**config.mk**
```make
export PLATFORM = sky130hd
export DESIGN_NAME = rgb_pwm_array_flat
export DESIGN_NICKNAME = d
export VERILOG_FILES = /design/src/rtl/rgb_pwm_pkg.sv /design/src/rtl/rgb_pwm_array_if.sv /design/src/rtl/rgb_pwm_chan.sv /design/src/rtl/rgb_pwm_array.sv /design/src/flat_wrapper.sv
export SDC_FILE = /design/constraint.sdc
export NUM_CORES = 1
export LEC_CHECK = 0
export ABC_AREA = 1
export ABC_CLOCK_PERIOD_IN_PS = 3700
export CORE_MARGIN = 8
export CORE_UTILIZATION = 30
export CTS_BUF_LIST = sky130_fd_sc_hd__clkbuf_8
export CTS_CLUSTER_DIAMETER = 50
export DETAILED_ROUTE_END_ITERATION = 16
export PLACE_DENSITY = 0.53
export SLEW_MARGIN = 20
export SYNTH_ARGS = -nofsm -noshare
export SYNTH_HDL_FRONTEND = slang
export SYNTH_SLANG_ARGS = --single-unit
```
**constraint.sdc**
```tcl
create_clock -name i_clk -period 3.7 [get_ports i_clk]
set_clock_uncertainty 0.1 [all_clocks]
set_input_delay 0.555 -clock i_clk [delete_from_list [all_inputs] [get_ports i_clk]]
set_output_delay 0.555 -clock i_clk [all_outputs]
set_load 0.1 [all_outputs]
```
**src/rtl/rgb_pwm_pkg.sv**
```systemverilog
// rtl/rgb_pwm_pkg.sv - shared register map, field positions and duty-word helpers for rgb_pwm_array
package rgb_pwm_pkg;

    localparam int unsigned MAX_DUTY_W = 10;

    localparam int unsigned GCTRL    = 0;
    localparam int unsigned STATUS   = 1;
    localparam int unsigned TGT_BASE = 2;
    localparam int unsigned CUR_BASE = 3;

    localparam int unsigned EN_BIT   = 31;
    localparam int unsigned FADE_BIT = 30;

    typedef logic [MAX_DUTY_W-1:0] duty_t;

    typedef struct packed {
        duty_t r;
        duty_t g;
        duty_t b;
    } rgb_duty_t;

    // Fields are stored at full MAX_DUTY_W width; bits above dw stay zero.
    function automatic rgb_duty_t duty_from_word(input logic [31:0] w, input int unsigned dw);
        logic [31:0] m;
        rgb_duty_t   d;
        m   = (32'd1 << dw) - 32'd1;
        d.b = duty_t'(w & m);
        d.g = duty_t'((w >> dw) & m);
        d.r = duty_t'((w >> (2 * dw)) & m);
        return d;
    endfunction

    function automatic logic [31:0] duty_to_word(input rgb_duty_t d, input int unsigned dw);
        return (32'(d.r) << (2 * dw)) | (32'(d.g) << dw) | 32'(d.b);
    endfunction

    function automatic duty_t duty_step(input duty_t cur, input duty_t tgt);
        if (cur < tgt) begin
            return cur + duty_t'(1);
        end else if (cur > tgt) begin
            return cur - duty_t'(1);
        end
        return cur;
    endfunction

endpackage

```
**src/rtl/rgb_pwm_array_if.sv**
```systemverilog
// rtl/rgb_pwm_array_if.sv - Wishbone classic register bus bundle for rgb_pwm_array
interface rgb_pwm_array_if #(
    parameter int ADR_W = 6
);
    logic [ADR_W-1:0] adr;
    logic [31:0]      dat_w;
    logic [3:0]       sel;
    logic             we;
    logic             cyc;
    logic             stb;
    logic [31:0]      dat_r;
    logic             ack;

    modport master (
        output adr, dat_w, sel, we, cyc, stb,
        input  dat_r, ack
    );

    modport slave (
        input  adr, dat_w, sel, we, cyc, stb,
        output dat_r, ack
    );
endinterface

```
**src/rtl/rgb_pwm_chan.sv**
```systemverilog
// rtl/rgb_pwm_chan.sv - one RGB LED: live duty register, wrap-aligned fade stepping, PWM compare
module rgb_pwm_chan
    import rgb_pwm_pkg::*;
#(
    parameter int DUTY_W = 10
) (
    input  logic              i_clk,
    input  logic              i_rst,
    input  logic [DUTY_W-1:0] i_pwm,
    input  logic              i_wrap,
    input  logic              i_en,
    input  logic              i_fade,
    input  rgb_duty_t         i_tgt,
    output rgb_duty_t         o_cur,
    output logic [2:0]        o_rgb,
    output logic              o_busy,
    output logic              o_done_pulse
);

    rgb_duty_t  r_cur;
    rgb_duty_t  w_next;
    duty_t      w_pwm;
    logic [2:0] r_rgb;
    logic       w_differs;

    assign w_pwm     = duty_t'(i_pwm);
    assign w_differs = (r_cur != i_tgt);

    always_comb begin
        w_next = i_tgt;
        if (i_fade) begin
            w_next.r = duty_step(r_cur.r, i_tgt.r);
            w_next.g = duty_step(r_cur.g, i_tgt.g);
            w_next.b = duty_step(r_cur.b, i_tgt.b);
        end
    end

    assign o_busy       = i_fade & w_differs;
    assign o_done_pulse = i_wrap & i_fade & w_differs & (w_next == i_tgt);

    // Live duty only moves on wrap so a period is never cut short or stretched.
    always_ff @(posedge i_clk) begin
        if (i_rst) begin
            r_cur <= '0;
            r_rgb <= 3'b000;
        end else begin
            if (i_wrap) begin
                r_cur <= w_next;
            end
            if (i_en) begin
                r_rgb <= {w_pwm < r_cur.r, w_pwm < r_cur.g, w_pwm < r_cur.b};
            end else begin
                r_rgb <= 3'b000;
            end
        end
    end

    assign o_cur = r_cur;
    assign o_rgb = r_rgb;

endmodule

```
**src/rtl/rgb_pwm_array.sv**
```systemverilog
// rtl/rgb_pwm_array.sv - multi-LED RGB PWM controller: Wishbone registers, prescaler, shared PWM counter
module rgb_pwm_array
    import rgb_pwm_pkg::*;
#(
    parameter int NUM_LEDS = 2,
    parameter int DUTY_W   = 10,
    parameter int ADR_W    = 6
) (
    input  logic                  i_clk,
    input  logic                  i_rst,
    rgb_pwm_array_if.slave        wb,
    output logic [3*NUM_LEDS-1:0] o_rgb,
    output logic                  o_irq
);

    logic [31:0]       w_idx;
    logic              w_acc;
    logic              w_wr;
    logic              r_ack;
    logic [31:0]       r_dat;
    logic [31:0]       w_rd;
    rgb_duty_t         w_wr_duty;
    logic [NUM_LEDS-1:0] w_clr;

    logic              r_gen;
    logic [15:0]       r_prescale;
    logic [15:0]       r_pcnt;
    logic [DUTY_W-1:0] r_pwm;
    logic              w_tick;
    logic              w_wrap;

    rgb_duty_t           r_tgt [NUM_LEDS];
    logic [NUM_LEDS-1:0] r_led_en;
    logic [NUM_LEDS-1:0] r_fade;
    logic [NUM_LEDS-1:0] r_done;

    rgb_duty_t           w_cur [NUM_LEDS];
    logic [2:0]          w_rgb [NUM_LEDS];
    logic [NUM_LEDS-1:0] w_busy;
    logic [NUM_LEDS-1:0] w_done_pulse;

    logic w_unused;
    assign w_unused = ^wb.adr[1:0];

    assign w_idx     = 32'(wb.adr[ADR_W-1:2]);
    assign w_acc     = wb.cyc & wb.stb & ~r_ack;
    assign w_wr      = w_acc & wb.we & (wb.sel == 4'hF);
    assign w_wr_duty = duty_from_word(wb.dat_w, DUTY_W);
    assign w_clr     = (w_wr && (w_idx == STATUS)) ? wb.dat_w[NUM_LEDS-1:0] : '0;

    always_ff @(posedge i_clk) begin
        if (i_rst) begin
            r_ack <= 1'b0;
            r_dat <= '0;
        end else begin
            r_ack <= w_acc;
            r_dat <= (w_acc && !wb.we) ? w_rd : 32'd0;
        end
    end

    assign wb.ack   = r_ack;
    assign wb.dat_r = r_dat;

    always_ff @(posedge i_clk) begin
        if (i_rst) begin
            r_gen      <= 1'b0;
            r_prescale <= '0;
            r_led_en   <= '0;
            r_fade     <= '0;
            for (int k = 0; k < NUM_LEDS; k++) begin
                r_tgt[k] <= '0;
            end
        end else if (w_wr) begin
            if (w_idx == GCTRL) begin
                r_gen      <= wb.dat_w[EN_BIT];
                r_prescale <= wb.dat_w[15:0];
            end
            for (int k = 0; k < NUM_LEDS; k++) begin
                if (w_idx == 32'(TGT_BASE + 2 * k)) begin
                    r_tgt[k]    <= w_wr_duty;
                    r_led_en[k] <= wb.dat_w[EN_BIT];
                    r_fade[k]   <= wb.dat_w[FADE_BIT];
                end
            end
        end
    end

    // A completion on the same edge as its clear keeps the bit set.
    always_ff @(posedge i_clk) begin
        if (i_rst) begin
            r_done <= '0;
        end else begin
            r_done <= w_done_pulse | (r_done & ~w_clr);
        end
    end

    assign o_irq = |r_done;

    // >= compare lets a lowered PRESCALE tick immediately instead of waiting for a 16-bit wrap.
    assign w_tick = r_gen & (r_pcnt >= r_prescale);
    assign w_wrap = w_tick & (&r_pwm);

    always_ff @(posedge i_clk) begin
        if (i_rst || !r_gen) begin
            r_pcnt <= '0;
            r_pwm  <= '0;
        end else if (w_tick) begin
            r_pcnt <= '0;
            r_pwm  <= r_pwm + DUTY_W'(1);
        end else begin
            r_pcnt <= r_pcnt + 16'd1;
        end
    end

    always_comb begin
        w_rd = '0;
        if (w_idx == GCTRL) begin
            w_rd = {r_gen, 15'd0, r_prescale};
        end else if (w_idx == STATUS) begin
            w_rd = {16'd0, 8'(w_busy), 8'(r_done)};
        end
        for (int k = 0; k < NUM_LEDS; k++) begin
            if (w_idx == 32'(TGT_BASE + 2 * k)) begin
                w_rd           = duty_to_word(r_tgt[k], DUTY_W);
                w_rd[EN_BIT]   = r_led_en[k];
                w_rd[FADE_BIT] = r_fade[k];
            end
            if (w_idx == 32'(CUR_BASE + 2 * k)) begin
                w_rd = duty_to_word(w_cur[k], DUTY_W);
            end
        end
    end

    for (genvar k = 0; k < NUM_LEDS; k++) begin : g_chan
        rgb_pwm_chan #(
            .DUTY_W(DUTY_W)
        ) u_chan (
            .i_clk       (i_clk),
            .i_rst       (i_rst),
            .i_pwm       (r_pwm),
            .i_wrap      (w_wrap),
            .i_en        (r_gen & r_led_en[k]),
            .i_fade      (r_fade[k]),
            .i_tgt       (r_tgt[k]),
            .o_cur       (w_cur[k]),
            .o_rgb       (w_rgb[k]),
            .o_busy      (w_busy[k]),
            .o_done_pulse(w_done_pulse[k])
        );
        assign o_rgb[3*k +: 3] = w_rgb[k];
    end

endmodule
```
**src/flat_wrapper.sv**
```systemverilog
// flat-port wrapper written by rule: the top's interface ports become plain ports
module rgb_pwm_array_flat import rgb_pwm_pkg::*;
#(
    parameter int NUM_LEDS = 2,
    parameter int DUTY_W   = 10,
    parameter int ADR_W    = 6
)
  (i_clk, i_rst, o_rgb, o_irq, wb_adr, wb_dat_w, wb_sel, wb_we, wb_cyc, wb_stb, wb_dat_r, wb_ack);
  rgb_pwm_array_if #(.ADR_W(ADR_W)) wb_i ();
  input  logic i_clk;
  input  logic i_rst;
  output logic [3*NUM_LEDS-1:0] o_rgb;
  output logic o_irq;
  input wire logic [$bits(wb_i.adr)-1:0] wb_adr;
  input wire logic [$bits(wb_i.dat_w)-1:0] wb_dat_w;
  input wire logic [$bits(wb_i.sel)-1:0] wb_sel;
  input wire logic [$bits(wb_i.we)-1:0] wb_we;
  input wire logic [$bits(wb_i.cyc)-1:0] wb_cyc;
  input wire logic [$bits(wb_i.stb)-1:0] wb_stb;
  output wire logic [$bits(wb_i.dat_r)-1:0] wb_dat_r;
  output wire logic [$bits(wb_i.ack)-1:0] wb_ack;
  assign wb_i.adr = wb_adr;
  assign wb_i.dat_w = wb_dat_w;
  assign wb_i.sel = wb_sel;
  assign wb_i.we = wb_we;
  assign wb_i.cyc = wb_cyc;
  assign wb_i.stb = wb_stb;
  assign wb_dat_r = wb_i.dat_r;
  assign wb_ack = wb_i.ack;
  rgb_pwm_array #(.NUM_LEDS(NUM_LEDS), .DUTY_W(DUTY_W), .ADR_W(ADR_W)) u_core (.i_clk(i_clk), .i_rst(i_rst), .wb(wb_i), .o_rgb(o_rgb), .o_irq(o_irq));
endmodule
```
# [Word-level counts from Yosys, hierarchy flattened]
# Memories as Yosys holds them, arrays and structs flattened.
# Cells that the tools add are included.
[word_totals] rom_bits=0 ff_bits=148 elab_cells=168 n_memories=1 latch_bits=0 ramBits=60 out_inout_bits=40
[op_classes] n_reduce_logical=15 mul=0 div=0 order_cmp=19 eq_ne=10 shift=0 addsub=14 muxes=57 bitwise=33
[memory_table] memory="u_core.r_tgt" words=2 width=30 read_ports=2 rd_ports_with_merged_regs=0 wr=2 line_no="rgb_pwm_array.sv:32" rtl="rgb_duty_t r_tgt [NUM_LEDS];"
[op_table] operator="10-bit two-way mux" count=19
[op_table] operator="32-bit two-way mux" count=5
[op_table] operator="10-bit less-than comparator" count=12
[op_table] operator="30-bit two-way mux" count=4
[op_table] operator="30-bit by 20-bit OR with 30-bit output" count=4
[op_table] operator="10-bit by 1-bit adder with 10-bit output, second input constant" count=7
[op_table] operator="32-bit by 10-bit OR with 32-bit output" count=2
[op_table] operator="30-bit == test" count=2
[op_table] operator="10-bit > comparator" count=6
[op_table] operator="30-bit inequality test" count=2
[op_table] operator="30-bit by 10-bit OR with 30-bit output" count=2
[op_table] operator="10-bit by 1-bit subtractor with 10-bit output, second input constant" count=6
[op_table] operator="32-bit zero test" count=1
[op_table] operator="1-bit two-way mux" count=28
[op_table] operator="16-bit by 1-bit adder with 16-bit output, second input constant" count=1
[op_table] operator="1-bit bitwise AND" count=16
[op_table] operator="16-bit >= comparator" count=1
[op_table] operator="10-bit AND reduction" count=1
[op_table] operator="2-bit OR reduction" count=5
[op_table] operator="4-bit by 2-bit == test with 1-bit output, second input constant" count=2
[op_table] operator="4-bit by 3-bit == test with 1-bit output, second input constant" count=2
[op_table] operator="2-bit AND reduction" count=3
[op_table] operator="4-bit by 1-bit == test with 1-bit output, second input constant" count=1
[op_table] operator="4-bit == test, second input constant" count=1
[op_table] operator="9 further kinds" count=15

# [Longest topological paths before layout]
# Gate-level depths: netlist (run 1).
# An unclocked memory read counts as a cell.
[depth] depth_word=10 mapped_depth=28

# [Hierarchy]
# A second synthesis (run 1) with hierarchy kept.
[unflattened] hier_cells=2529 area_unflattened_um2=17195.2
[by_module_without_submodules] module="rgb_pwm_array" area_each_um2=6286.0 seq_area_each_um2=3443.3 cells_each=724 instances=1
[by_module_without_submodules] module="rgb_pwm_chan (u_core.g_chan[1].u_chan)" area_each_um2=5464.0 seq_area_each_um2=660.6 cells_each=894 instances=1
[by_module_without_submodules] module="rgb_pwm_chan (u_core.g_chan[0].u_chan)" area_each_um2=5445.2 seq_area_each_um2=660.6 cells_each=911 instances=1

# [Least setup slack after synthesis (run 1)]
# No wires, ideal clock.
[synth_timing] path_type="reg-to-reg" startpoint="memory u_core.r_tgt[0][49] (netlist name)" endpoint="register u_core.r_done[1]" slack_ps=536 arrival_ps=2994 t_required_ps=3530 synth_period_minus_slack_ps=3164 setup_time_ps=70 n_path_buf=1 stages_incl_launch_ff=23 cell_sequence="edfxtp_1 inv_1 ha_1 nand2_1 inv_1 a21oi_1 nand3_2 buf_2 ha_1 or2_2 nand3_1 nand2_1 nand2_1 nand2_1 nand2_1 nand3_1 nand4_1 nand3_1 nor2_1 nand2_1 nor2_1 nand3_1 a21oi_1"
[synth_lines] element="start, declared" line_no="rgb_pwm_array.sv:32"
[synth_lines] element="end signal, assigned" line_no="rgb_pwm_array.sv:93" rtl="r_done <= w_done_pulse | (r_done & ~w_clr);"
[synth_lines] element="end, declared" line_no="rgb_pwm_array.sv:35" rtl="logic [NUM_LEDS-1:0] r_done;"

==> impl_metrics.ini, run 1 <==
[timing]
fin_crit_ns = 3.54
slew_viol_final = 0
setup_slack_ns = 0.160
slew_headroom_pct = 28.2
rsz0062_at_grt = true
finalHoldViolCount = 0
hold_slack_ns = 0.366
max_slew.worst_pin.slew_ns = 1.08
min_period_over_period_pct = 95.7
setup_viol_count_final = 0
fmax_mhz = 283

[route]
viasPerCell = 5.06
antenna_left = 0
vias = 18300
drc_errors = 0
wl_um = 62800
wire_per_inst_um = 17.4
drt_iter0_drc = 1197
dr.pass1.iters = 6

[clock_tree]
cts_hold_buf = 0
cts_buffer_depth = 3
numCtsBuffers = 43
cts_tree = yes
clk_pin_slew_ns = 0.07
clockRootBuffer = clkbuf_8
htreeDepth = 2
clk_latency_ns = 0.62
cts.sink_count = 208

[place]
dp_hpwl_um = 46800
dp_slack_ns = -0.0671
placement.io_buffers = 84
routabilityCongestion = 0.924
place_area_um2 = 20000

[logic_synthesis]
yosys_warnings = 0
synth-edff-count = 60
yosysMostFrequentCell = nand2_1
yosys-top-cells-count = 635 x nand2_1, 370 x inv_1, 223 x nand3_1
yosys.area.top_type_share_pct = 17.4
postSynthCellCount = 2521
syn_nets = 2754
synthTopCellsByArea = dfxtp_1 17%, nand2_1 14%, ha_1 13%
ys_ff_latch = 208
yosys_most_used_dff = dfxtp_1
synth_top_cell_by_area = dfxtp_1
syn_area_um2 = 17000
ys_types = 55
syn_area_per_cell_um2 = 6.76
synth_seq_area_share_pct = 28.0
synthArstFlopShare_pct = 0

[layout]
fin_nets = 3060
fillCellCount = 5765
finalInstanceArea_um2 = 22400
drive_gt1_share_pct = 18.9
area_growth_pct = 31.6

[pwr]
power.density_nw_per_um2 = 246
intPower_uw = 4110
peakVddDrop_v = 0.000156
switching_share_pct = 25.5
switching_power_uw = 1410
combPwrFrac_pct = 7.0
clock_power_share_pct = 49.6
power.leakage_uw = 0.0102
seqPwrFrac_pct = 43.4
p_total_uw = 5520

[worst_setup_path]
crit_start = u_core.r_tgt[0][22]
slowest_delay_ns = 0.43
r2r_cells = 23
path_cells = inv_1, ha_1, nand2_1, nor2_1, nand3_2, nand3_4, ha_1, a21oi_1, nand2_1, nand3_1, nand2_1, nand2_1, nand2_1, nand2_1, nand2_1, nand3_1, nand4_1, nor2_1, nand2_1, nor2_1, buf_4, nand3_4, a21oi_2
crit_fanout = 5
critPathSlowestCell = edfxtp_1
reg2reg_slack_ns = 0.16
cpMostUsedCell = nand2_1
required_ns = 4.16
cp_data_arrival_time_ns = 4.00
critPathLaunchType = flop
regToRegStartpoint = u_core.r_tgt[0][22]
cp-end-kind = flop
worstSetupPathType = flop to flop
reg2reg_to = u_core.r_done[0]

[worst_hold_path]
min_from = u_core.r_pcnt[0]
min_path_cells = 1
hold_end = u_core.r_pcnt[0]
hp-class = flop to flop

[global_routing]
grt_pass1_wl_um = 93300
grt_antenna_before_repair = 1
grt.overflow.total = 0
grt_usage_pct = 18.4
grt_pass1_vias = 17200
grt_max_degree = 71

[floorplan]
die_h_um = 254
die_x_um = 254
core_um2 = 56300
io_pins = 87
start_util_pct = 30.3
dieArea_um2 = 64700
num_rows = 87

[outcome]
status = finished clean

[flow_run]
drv_cap = 0
critical path, delay by kind of cell (launching register included):
| kind | cells | cell delay [ns] |
|---|---|---|
| buffers and inverters | 2 | 0.23 |
| flip-flops | 1 | 0.43 |
| adder cells (fa/ha/maj) | 2 | 0.57 |
| AO/OA/AOI/OAI | 2 | 0.34 |
| AND/OR/NAND/NOR | 17 | 1.81 |
per-layer routing:
| layer | routed length, µm | track usage, % | vias to the layer above | share of wire, % |
|---|---|---|---|---|
| met1 | 27900 | 24.1 | 8501 | 45 |
| met4 | 2330 | 7.42 | 0 | 3.7 |
| met2 | 28100 | 29.6 | 589 | 45 |
| met5 | 0 | 0 | - | 0 |
| li1 | - | - | 9107 | - |
| met3 | 4370 | 3.19 | 125 | 7.0 |
area by class of cell:
cell class / count / area [µm²] / area share (%)
inverter: 388 / 1460 / 6.51
multi-input combinational: 1847 / 11400 / 51.0
sequential: 208 / 4770 / 21.3
tap: 756 / 946 / 4.22
clock buffer: 53 / 729 / 3.25
clock inverter: 26 / 234 / 1.04
timing repair buffer: 339 / 2850 / 12.7
antenna: 1 / 2.50 / 0.0112
layout by cell type, fill, tap and decap left out, types with 84 or more instances in the layout:
cell / synthesis / layout
nand2_1: 635 / 596
inv_1: 370 / 367
buf_4: 5 / 244
nand3_1: 223 / 206
a21oi_1: 184 / 168
dfxtp_1: 148 / 146
o21ai_0: 147 / 145
ha_1: 180 / 136
nor2_1: 140 / 126
nand4_1: 121 / 121
clkdlybuf4s50_1: 0 / 84
power groups by stage:
stage	registers, µW	clock network [µW]	logic, µW
after global routing	2390	2910	418
after global placement	2440	0	339
after detailed placement	2440	0	342
after floorplan	2440	0	158
after CTS	2390	2830	344
final	2390	2740	386
flip-flops by register name (all words and copies together) (netlist names), 2 cells and up:
signal,flops
u_core.r_led_en,2
u_core.r_prescale,16
u_core.r_done,2
u_core.g_chan.u_chan.o_rgb,6
u_core.g_chan.u_chan.o_cur,60
u_core.r_tgt,60
u_core.r_fade,2
u_core.wb.dat_r,32
u_core.r_pcnt,16
u_core.r_pwm,10
worst max path at each step:
stage | cells past startpoint | to
after floorplan | 22 | u_core.r_done[1]
after global placement | 23 | u_core.r_done[1]
after detailed placement | 25 | u_core.r_done[0]
after CTS | 23 | u_core.r_done[1]
after global routing | 27 | u_core.r_done[1]
final | 23 | u_core.r_done[0]
kinds of logic (layout without fill, tap and decap cells):
logic type,count (synthesis),count (layout),share of synthesized area (%)
compound gates,424,424,13.7
fa+ha+maj,186,186,13.9
other cells,0,1,0
simple gates,1210,1212,32.2
buf+inv,468,806,11.0
flops,208,208,28.0
xor+xnor,25,25,1.28
per-stage QoR:
stage	cells	setup TNS [ns]	util, %
CTS	3563	0	37.3
detailed placement	3484	-0.0837	35.6
floorplan	2521	0	-
finish	3618	0	39.9
global route	3618	-0.123	39.9
global placement	3484	-0.0179	35.6
what timing repair did:
action,4_1_cts,5_1_grt
cloned,0,2
endpoints found under the setup margin,2,2
setup buffers,0,52
gates resized for setup,5,191
pin swaps,1,69
No activity file was read; power rests on OpenSTA's default activity.
==> inputs of run 2 (changes only) <==
CORE_ASPECT_RATIO = 1.4   (was default)
CORE_MARGIN = 5   (was 8)
CTS_CLUSTER_DIAMETER = default   (was 50)
==> run 2 against run 1 <==
Sequential share of layout area increased by 0.22 points. Sequential cell count unchanged. Total power decreased by 1.3%. Maximum frequency increased by 0.90%. Clock power decreased by 3%. Non-clock buffer count increased by 9. Final cell count decreased by 0.64%. Die area decreased by 4.6%. Register-to-register slack improved by 0.03 ns. Final area decreased by 1.0%. Core utilization decreased by 0.44 points. Combinational power about the same.
==> impl_metrics.ini, run 2 (synthesis gave the netlist of run 1 again) <==
[layout]
finalInstanceArea_um2 = 22200
layout_commonest_cell = nand2_1
final_cell_mix = 612 x nand2_1, 357 x inv_1, 259 x buf_4, 212 x nand3_1, 171 x a21oi_1
drive_gt1_share_pct = 18.4
area_growth_pct = 30.3
multi_input_area_um2 = 11300
fin_nets = 3064
seqCellArea_um2 = 4770
fillCellCount = 5816

[floorplan]
die_h_um = 292
start_util_pct = 30.3
die_x_um = 211
num_rows = 103
core_um2 = 56300
dieArea_um2 = 61800
io_pins = 87

[timing]
slew_headroom_pct = 33.8
fin_crit_ns = 3.51
fmax_mhz = 285
finalHoldViolCount = 0
max_slew.worst_pin.slew_ns = 0.989
setup_viol_count_final = 0
hold_slack_ns = 0.368
min_period_over_period_pct = 94.8
slew_viol_final = 0
setup_tns_ns = 0
setup_slack_ns = 0.192

[global_routing]
grt_pass1_vias = 17400
grt.overflow.total = 0
grt_antenna_before_repair = 1
grt_pass1_wl_um = 94600
grt_max_degree = 72
grt_usage_pct = 19.3

[clock_tree]
cts_hold_buf = 0
htreeDepth = 2
clk_latency_ns = 0.58
cts_tree = yes
clockRootBuffer = clkbuf_8
cts.sink_count = 208
cts_buffer_depth = 3
numCtsBuffers = 37
clk_pin_slew_ns = 0.07

[route]
drt_iter0_drc = 1418
viasPerCell = 5.12
vias = 18400
drc_errors = 0
wire_per_inst_um = 17.6
dr.pass1.iters = 6
antenna_left = 0
wl_um = 63300

[worst_setup_path]
cp_data_arrival_time_ns = 3.91
worstSetupPathType = flop to flop
cp-end-kind = flop
crit_fanout = 3
critPathLaunchType = flop
required_ns = 4.11

[pwr]
switching_share_pct = 25.1
p_total_uw = 5450
seqPwrFrac_pct = 43.9
intPower_uw = 4080
power.leakage_uw = 0.0101
peakVddDrop_v = 0.000169
power.density_nw_per_um2 = 245
combPwrFrac_pct = 7.1
switching_power_uw = 1370
clock_power_share_pct = 49.0

[place]
placement.io_buffers = 84
routabilityCongestion = 0.919
place_area_um2 = 20200
dp_slack_ns = -0.0812
dp_hpwl_um = 48400

[flow_run]
drv_cap = 0

[outcome]
status = finished clean

[worst_hold_path]
hp-class = flop to flop
[run 2: area by class of cell]
class	count	share of cell area, %
Clock inverter	21	1.14
Clock buffer	46	2.85
Inverter	388	6.58
Antenna cell	1	0.0113
Timing Repair Buffer	348	12.9
Sequential cell	208	21.5
Tap cell	735	4.14
Multi-Input combinational cell	1848	50.9
[run 2: power by group through the flow]
stage / clock network, µW / logic (µW) / registers, µW
floorplan: 0 / 158 / 2440
CTS: 2730 / 361 / 2390
global route: 2810 / 419 / 2390
global placement: 0 / 354 / 2440
detailed placement: 0 / 358 / 2440
finish: 2670 / 389 / 2390
[run 2: through the flow]
step | util, % | std cells
after floorplan | - | 2521
after global placement | 35.9 | 3499
after detailed placement | 35.9 | 3499
after CTS | 37.6 | 3566
after global routing | 39.4 | 3595
final | 39.4 | 3595
[run 2: path summary, 6_finish.rpt]
check                      start  slack [ns]  cells past startpoint          endpoint
min reg2reg     u_core.r_pcnt[0]        0.37                      1  u_core.r_pcnt[0]
min             u_core.r_pcnt[0]        0.37                      1  u_core.r_pcnt[0]
max          u_core.r_tgt[0][58]        0.19                     24  u_core.r_done[1]
max reg2reg  u_core.r_tgt[0][58]        0.19                     24  u_core.r_done[1]
[run 2: repair_timing]
item                                    CTS  global route
endpoints found under the setup margin    2             2
cloned                                    0             3
setup buffers                             0            25
pin swaps                                 1            44
gates resized for setup                   9           155
[run 2: layer usage]
metal / vias up / GRT usage, % / wire length (µm)
met1: 8651 / 23.0 / 26100
li1: 9118 / - / -
met2: 498 / 35.2 / 32000
met5: - / 0 / 0
met4: 0 / 7.15 / 2330
met3: 138 / 2.13 / 2930
[run 2: critical path, stage by stage (launching register included)]
cell and delay [ns]:
edfxtp_1 0.49, inv_2 0.13, ha_4 0.21, nand2_4 0.11, inv_2 0.06, a21oi_4 0.18, buf_4 0.13, nand2_1 0.07
nor2_4 0.12, fa_2 0.23, inv_1 0.06, nand3_1 0.06, nand3_1 0.12, nand2_1 0.09, nand3_1 0.12, xnor2_2 0.27
nand2_1 0.08, nand4_1 0.08, o21ai_1 0.09, nor2_2 0.10, nand2_1 0.07, nor2_1 0.10, buf_4 0.15, nand3_4 0.09
a21oi_2 0.14
